## config.mk

```make
export PLATFORM = sky130hd
export DESIGN_NAME = reg_access_ctrl
export DESIGN_NICKNAME = d
export VERILOG_FILES = /design/src/rtl/reg_access_ctrl.sv
export SDC_FILE = /design/constraint.sdc
export NUM_CORES = 1
export LEC_CHECK = 0
export CAP_MARGIN = 20
export CORE_AREA = 3 3 62 121
export DETAILED_ROUTE_END_ITERATION = 7
export DIE_AREA = 0 0 65 124
export PLACE_DENSITY = 0.73
export SYNTH_ARGS = -nofsm -noshare
export SYNTH_HDL_FRONTEND = slang
export SYNTH_SLANG_ARGS = --single-unit
```

## constraint.sdc

```tcl
create_clock -name CLK -period 2.9 [get_ports CLK]
set_input_delay 0.29 -clock CLK [delete_from_list [all_inputs] [get_ports CLK]]
set_output_delay 0.29 -clock CLK [all_outputs]
set_load 0.02 [all_outputs]
```

## src/rtl/reg_access_ctrl.sv

```systemverilog
// rtl/reg_access_ctrl.sv - multi-cycle sequencer driving an 8x8-bit register file and a data memory
//
// Purpose:
//   Accepts one 32-bit instruction at a time ({OP, RD, RT, RS/IMM}). Issues the
//   register-file read addresses, captures the two operands one full cycle later,
//   then either computes a result or performs a data-memory access. It finishes
//   with exactly one register-file write for writing instructions.
//   States: IDLE -> READ -> EXEC -> (MEM) -> (WB) -> IDLE.
//
// Ports:
//   CLK, RESET                 clock, asynchronous active-high reset
//   INSTRUCTION, INSTR_VALID   instruction input and its valid flag
//   INSTR_READY                high in IDLE (and not in reset): instruction can be accepted
//   OUT1ADDRESS, OUT2ADDRESS   registered read addresses (RT, RS)
//   REGOUT1, REGOUT2           register-file read data for OUT1ADDRESS / OUT2ADDRESS
//   INADDRESS, REGIN, WRITE    register-file write port
//   MEM_READ, MEM_WRITE        data-memory request strobes
//   MEM_ADDRESS, MEM_WRITEDATA data-memory address and store data
//   MEM_READDATA, MEM_BUSYWAIT data-memory load data and stall
//   ERROR                      one-cycle pulse on an illegal opcode
module reg_access_ctrl (
    input  logic        CLK,
    input  logic        RESET,
    input  logic [31:0] INSTRUCTION,
    input  logic        INSTR_VALID,
    output logic        INSTR_READY,
    output logic [2:0]  OUT1ADDRESS,
    output logic [2:0]  OUT2ADDRESS,
    input  logic [7:0]  REGOUT1,
    input  logic [7:0]  REGOUT2,
    output logic [2:0]  INADDRESS,
    output logic [7:0]  REGIN,
    output logic        WRITE,
    output logic        MEM_READ,
    output logic        MEM_WRITE,
    output logic [7:0]  MEM_ADDRESS,
    output logic [7:0]  MEM_WRITEDATA,
    input  logic [7:0]  MEM_READDATA,
    input  logic        MEM_BUSYWAIT,
    output logic        ERROR
);

    localparam logic [7:0] OP_LOADI = 8'h00;
    localparam logic [7:0] OP_MOV   = 8'h01;
    localparam logic [7:0] OP_ADD   = 8'h02;
    localparam logic [7:0] OP_SUB   = 8'h03;
    localparam logic [7:0] OP_AND   = 8'h04;
    localparam logic [7:0] OP_OR    = 8'h05;
    localparam logic [7:0] OP_LWD   = 8'h08;
    localparam logic [7:0] OP_SWD   = 8'h0A;

    typedef enum logic [2:0] {
        ST_IDLE = 3'd0,
        ST_READ = 3'd1,
        ST_EXEC = 3'd2,
        ST_MEM  = 3'd3,
        ST_WB   = 3'd4
    } state_t;

    state_t     state_q, state_d;
    logic [7:0] op_q, op_d;
    logic [2:0] rd_q, rd_d;
    logic [7:0] imm_q, imm_d;
    logic [2:0] out1_addr_q, out1_addr_d;
    logic [2:0] out2_addr_q, out2_addr_d;
    logic [7:0] result_q, result_d;
    logic [7:0] mem_addr_q, mem_addr_d;
    logic [7:0] mem_wdata_q, mem_wdata_d;
    logic       write_q, write_d;
    logic       mem_read_q, mem_read_d;
    logic       mem_write_q, mem_write_d;
    logic       error_q, error_d;

    // Only bits [2:0] of the RD and RT fields address a register.
    logic unused_instr_bits;
    assign unused_instr_bits = ^{INSTRUCTION[23:19], INSTRUCTION[15:11]};

    always_comb begin
        state_d     = state_q;
        op_d        = op_q;
        rd_d        = rd_q;
        imm_d       = imm_q;
        out1_addr_d = out1_addr_q;
        out2_addr_d = out2_addr_q;
        result_d    = result_q;
        mem_addr_d  = mem_addr_q;
        mem_wdata_d = mem_wdata_q;
        write_d     = 1'b0;
        mem_read_d  = 1'b0;
        mem_write_d = 1'b0;
        error_d     = 1'b0;

        case (state_q)
            ST_IDLE: begin
                if (INSTR_VALID) begin
                    op_d        = INSTRUCTION[31:24];
                    rd_d        = INSTRUCTION[18:16];
                    imm_d       = INSTRUCTION[7:0];
                    // Addresses are loaded on the accept edge so they are stable
                    // for the whole READ cycle; operands are sampled at the end of EXEC.
                    out1_addr_d = INSTRUCTION[10:8];
                    out2_addr_d = INSTRUCTION[2:0];
                    state_d     = ST_READ;
                end
            end
            ST_READ: begin
                state_d = ST_EXEC;
            end
            ST_EXEC: begin
                case (op_q)
                    OP_LOADI: begin result_d = imm_q;             state_d = ST_WB; write_d = 1'b1; end
                    OP_MOV:   begin result_d = REGOUT2;           state_d = ST_WB; write_d = 1'b1; end
                    OP_ADD:   begin result_d = REGOUT1 + REGOUT2; state_d = ST_WB; write_d = 1'b1; end
                    OP_SUB:   begin result_d = REGOUT1 - REGOUT2; state_d = ST_WB; write_d = 1'b1; end
                    OP_AND:   begin result_d = REGOUT1 & REGOUT2; state_d = ST_WB; write_d = 1'b1; end
                    OP_OR:    begin result_d = REGOUT1 | REGOUT2; state_d = ST_WB; write_d = 1'b1; end
                    OP_LWD: begin
                        mem_addr_d = REGOUT2;
                        mem_read_d = 1'b1;
                        state_d    = ST_MEM;
                    end
                    OP_SWD: begin
                        mem_addr_d  = REGOUT2;
                        mem_wdata_d = REGOUT1;
                        mem_write_d = 1'b1;
                        state_d     = ST_MEM;
                    end
                    default: begin
                        error_d = 1'b1;
                        state_d = ST_IDLE;
                    end
                endcase
            end
            ST_MEM: begin
                if (MEM_BUSYWAIT) begin
                    // Hold the request until the memory stops stalling.
                    mem_read_d  = mem_read_q;
                    mem_write_d = mem_write_q;
                end else if (mem_read_q) begin
                    result_d = MEM_READDATA;
                    write_d  = 1'b1;
                    state_d  = ST_WB;
                end else begin
                    state_d = ST_IDLE;
                end
            end
            ST_WB: begin
                state_d = ST_IDLE;
            end
            default: begin
                state_d = ST_IDLE;
            end
        endcase
    end

    always_ff @(posedge CLK or posedge RESET) begin
        if (RESET) begin
            state_q     <= ST_IDLE;
            op_q        <= 8'h00;
            rd_q        <= 3'd0;
            imm_q       <= 8'h00;
            out1_addr_q <= 3'd0;
            out2_addr_q <= 3'd0;
            result_q    <= 8'h00;
            mem_addr_q  <= 8'h00;
            mem_wdata_q <= 8'h00;
            write_q     <= 1'b0;
            mem_read_q  <= 1'b0;
            mem_write_q <= 1'b0;
            error_q     <= 1'b0;
        end else begin
            state_q     <= state_d;
            op_q        <= op_d;
            rd_q        <= rd_d;
            imm_q       <= imm_d;
            out1_addr_q <= out1_addr_d;
            out2_addr_q <= out2_addr_d;
            result_q    <= result_d;
            mem_addr_q  <= mem_addr_d;
            mem_wdata_q <= mem_wdata_d;
            write_q     <= write_d;
            mem_read_q  <= mem_read_d;
            mem_write_q <= mem_write_d;
            error_q     <= error_d;
        end
    end

    assign INSTR_READY   = (state_q == ST_IDLE) & ~RESET;
    assign OUT1ADDRESS   = out1_addr_q;
    assign OUT2ADDRESS   = out2_addr_q;
    assign INADDRESS     = rd_q;
    assign REGIN         = result_q;
    assign WRITE         = write_q;
    assign MEM_READ      = mem_read_q;
    assign MEM_WRITE     = mem_write_q;
    assign MEM_ADDRESS   = mem_addr_q;
    assign MEM_WRITEDATA = mem_wdata_q;
    assign ERROR         = error_q;

endmodule
```

* Word-level counts from Yosys, hierarchy flattened
Index checks and enable logic that the tools add are counted.
** Word-level totals
- Flip-flop bits (word level) :: 56
- Bits of input ports :: 60
- Output and inout bits :: 38
- Word-level logic and storage cells :: 64
** Operators by class
- Add/sub/neg operators :: 2
- Eq/ne operators :: 14
- Muxes and demuxes :: 20
- Bitwise operators :: 4
- Reduce and logical (&&, ||, !) cells :: 11
** Operators by type and width (number)
- case mux 8 bit (6 select lines) :: 1
- == test 8 x 2 -> 1 bit (second input constant) :: 2
- == test 8 x 3 -> 1 bit (second input constant) :: 2
- == test 8 x 4 -> 1 bit (second input constant) :: 2
- two-way mux 8 bit :: 2
- case mux 8 bit (2 select lines) :: 1
- case mux 3 bit (4 select lines) :: 1
- two-way mux 3 bit :: 3
- adder 8 bit :: 1
- bitwise AND 8 bit :: 1
- == test 8 x 1 -> 1 bit (second input constant) :: 1
- zero test 8 bit :: 1
- two-way mux 1 bit :: 8
- bitwise OR 8 bit :: 1
- AND reduction 2 bit :: 4
- OR reduction 8 bit :: 1
- subtractor 8 bit :: 1
- != test 7 bit (second input constant) :: 1
- == test 3 x 2 -> 1 bit (second input constant) :: 2
- != test 2 bit (second input constant) :: 3
- case mux 1 bit (2 select lines) :: 3
- case mux 3 bit (2 select lines) :: 1
- OR reduction 6 bit :: 1
- AND reduction 4 bit :: 1
- 6 further kinds :: 6

* Longest topological paths before layout
- Word-level depth :: 4
- Mapped depth :: 12
- Mapped depth without buffers :: 10

* Worst setup path after synthesis
Ideal clock, no wire load.
- Kind :: flip-flop to flip-flop
- From :: reg op_q[5]
- To :: reg result_q[4] (netlist: REGIN[4])
- Library setup time :: 0.128 ns
- Arrival :: 2.540 ns
- Data required time :: 2.772 ns
- Slack :: 0.232 ns
- Stages on the path, launching flop included :: 11
- Buffers on the path :: 1
- Clock period less this slack :: 2.668 ns
- Cell sequence :: dfrtp_1 -> nor4_4 -> and3_1 -> buf_6 -> mux2_2 -> fa_1 -> nor2b_1 -> o22ai_1 -> xnor2_1 -> a221oi_1 -> o21ai_1
** Between the ends
- Word-level cells in the longest chain between the ends :: 3
- Elaborated cells on any way between the ends :: 10
- Classes of those cells :: eq/ne (6); mux (2); reduce/logical (2)
** RTL lines
- start, declared :: RTL line 61 : logic [7:0] op_q, op_d;
- start signal, assigned :: RTL line 173 : op_q <= op_d;
- == test 8 x 3 -> 1 bit (tied with other cells) :: RTL line 110 : case (op_q)
- case mux 8 bit (6 select lines) / != test 7 bit (equally long branches)
- case mux 8 bit (2 select lines) / AND reduction 4 bit (equally long branches)
- end signal, assigned :: RTL line 178 : result_q <= result_d;
- end, declared :: RTL line 66 : logic [7:0] result_q, result_d;
Several ways; a longest one is shown, not always the timed one.
A chain may end at the register's enable or synchronous reset.

* Worst setup path after layout
Ends and elaborated chain as after synthesis.

==> results.md <==
- All-layer global routing usage: 21.3%
- Most common cell in the synthesized netlist: dfrtp_1
- Largest net degree at the start of global routing: 26
- Grt total ovfl: 0
- Hold Buf Count CTS: 0
- Area of the multi-input gates: 0.00153 sq mm
- Tmin final: about 2.8 ns
- H-tree depth: 2
- P_leak: 1.78 nW
- Area delta synth->final: 39.0%
- Core Area: 0.00667 sq mm
- GP Congestion: 0.942
- Final total power: ~3.7 mW
- Flops & latches, synth: 53
- Die area: 0.00806 sq mm
- Crit path launch type: register
- RSZ-0062 raised after global routing: false
- # rows: 42
- Netlist Area Pre-Place: 0.00300 sq mm
- Cell-internal power: 2.32 mW
- Max clock buf depth: 2
- Count of cell types in the netlist: 54
- Max-slew headroom: 57.4%
- Hold Path Class: in2async
- Largest area contributor in the netlist: dfrtp_1
- Fraction of layout cells with a size suffix above 1: roughly 17%
- Post-synth EDFFs: 0
- Sequential cell area: approximately 0.0013 sq mm
- Initial Utilization: between 40% and 50%
- Final Hold Viols: 0
- Ys async rst share: 100%
- Final-layout fill cell count: 570
- Clock Power Share: 18.0%
- Placement Cell Area: 0.00399 sq mm
- Total vias in the final route: between 2k and 3k
- DRC viols: 0
- Sequential Power Share: 33.6%
- Clk_lat worst skew: 0.30 ns
- Die Y: 124 um
- Max Cap Viol: 0
- Synth Instances: 298
- Crit Path Max Fanout: 5
- Final wirelength: a little over 8000 um
- Net count, final: 461
- P per Cell Area: approximately 880 mW/mm^2
- Number of top-level pins: between 90 and 100
- Setup_tns: 0 ns
- Antenna Nets Post-Route: 0
- Setup violations, final: 0
- Avg Vias per Cell: around 5.4
- Final Max Slew Viols: 0
- WP data required: 3.07 ns
- Post-synthesis net count: around 370
- Placed wire-length estimate: 6420 um
- I/O Buffers: 87
- Arrival time worst endpoint: 2.93 ns
- Worst-margin pin slew: 0.637 ns
- Final Util: 62.4%
- Die width: 65 um
- Clock-pin transition on the worst setup and hold timing paths: 0.07 ns
- Crit Path Category: reg2reg
- Pre-antenna DRT Iters: 4
- Top post-synthesis cells by area: dfrtp_1 (44%), mux2_2 (11%), ha_1 (4.2%)
- Synth Warn #: 0
- Synth cell count leaders: dfrtp_1 (53), mux2_2 (30), nand2_1 (26)
- Avg Cell Area, Syn: 10.1 sq um
- CTS root buf: clkbuf_16
- Critical path endpoint category: register
- Net Sw Power: 1.36 mW
- Routed len/inst: 17.0 um
- Switching power share of the total: 36.9%
- Clock sink count: 53
- Maximum vdd drop: 0.614 mV
- Period utilization: 94.9%
- Peak Freq: 0.363 GHz
- Sequential fraction of the synthesis area: 44.3%
- Combinational Power Share: 48.4%
- Ant diodes: 0
- DR iter-0 viols: 75
- Skew final: 0.00888 ns
- First-pass GRT wire length: 13200 um
- Total CTS buffers: 5
- CTS tree: yes
- Number of global-route vias before repair: 2686
- Top FF cell, synth: dfrtp_1
- Post-synth top area share: ~44%
- Layout Cells excl Fill: 478
- Antenna violations before repair: 0
- Status: finished clean
- Placed cell count: between 400 and 500
- Design Area, Final: 0.00416 sq mm
==> state kept, by name, summed over array words and instances (netlist names) <==
register / flops
imm_q: 8
op_q: 8
MEM_WRITE: 1
MEM_READ: 1
REGIN: 8
MEM_ADDRESS: 8
MEM_WRITEDATA: 8
INADDRESS: 3
OUT1ADDRESS: 3
WRITE: 1
ERROR: 1
state_q: 3
==> worst max-delay path, stage by stage (launching register included) <==
cell and delay (ns):
dfrtp_1 0.42, nor4_4 0.32, and3_4 0.27, mux2_2 0.38
fa_1 0.45, nor2b_1 0.19, o22ai_1 0.12, xnor2_1 0.13
a221oi_1 0.25, o21ai_1 0.11
==> cell usage in the layout (no fill, tap or decap), types with 6 or more instances in the layout <==
master / Yosys / routed
nor3_1: 8 / 8
buf_4: 3 / 15
a21oi_1: 17 / 17
clkdlybuf4s50_1: 0 / 87
nand3b_1: 6 / 6
mux2_2: 30 / 30
nand2_1: 26 / 26
inv_1: 13 / 12
nor2_1: 11 / 10
ha_1: 10 / 10
dfrtp_1: 53 / 53
xnor2_1: 8 / 8
nand3_1: 6 / 6
o21ai_0: 24 / 24
==> power groups by stage <==
stage | Clock, mW | Sequential [mW] | Combinational [mW]
finish | 0.660 | 1.23 | 1.78
detailed placement | 0 | 1.25 | 1.78
floorplan | 0 | 1.42 | 0.902
global route | 0.703 | 1.27 | 1.93
global placement | 0 | 1.23 | 1.76
CTS | 0.674 | 1.23 | 1.79
==> cell type report <==
cell class / instances / share of cell area (%)
flip-flops and latches: 53 / 31.9
clock buffers: 5 / 3.00
well taps: 88 / 2.64
multi-input cells: 214 / 36.8
clock inverters: 2 / 0.841
inverters: 14 / 1.26
repair buffers: 102 / 23.6
==> kinds of logic (layout without fill, tap and decap cells) <==
logic type               Yosys count  count (layout)  synth area share (%)
AND/OR/NAND/NOR                   87              87                  16.2
buffers and inverters             31             123                  4.85
adder cells (fa/ha/maj)           11              11                  4.85
flip-flops                        53              53                  44.3
XOR/XNOR                           9               9                  2.63
multiplexers                      30              30                  11.3
AO/OA/AOI/OAI                     77              77                  16.0
==> path summary, 6_finish.rpt <==
kind / from / cells past startpoint / end / slack [ns]
max: op_q[5] / 9 / REGIN[4] / 0.15
min: RESET / 2 / op_q[2] / 0.34
max reg2reg: op_q[5] / 9 / REGIN[4] / 0.15
min reg2reg: REGIN[0] / 2 / REGIN[0] / 0.49
max in group asynchronous: RESET / 3 / imm_q[3] / 1.93
min in group CLK: REGIN[0] / 2 / REGIN[0] / 0.49
==> repair_timing <==
item | 4_1_cts | 5_1_grt
resized for setup | 0 | 2
setup buffers | 0 | 1
setup endpoints to repair | 0 | 5
==> metrics by stage <==
stage               setup WS, ns  hold slack, ns
detailed placement        0.0915           0.482
finish                     0.147           0.343
global route             0.00180           0.416
floorplan                  0.232           0.407
global placement           0.156           0.470
CTS                       0.0803           0.368
==> metal layers <==
layer	vias to the layer above	track usage [%]	share of wire, %
met5	-	0	0
met4	0	8.61	1.8
met3	10	3.16	3.3
met2	69	40.3	58
met1	1251	23.2	37
li1	1261	-	-
(Power assumes the default switching activity.)
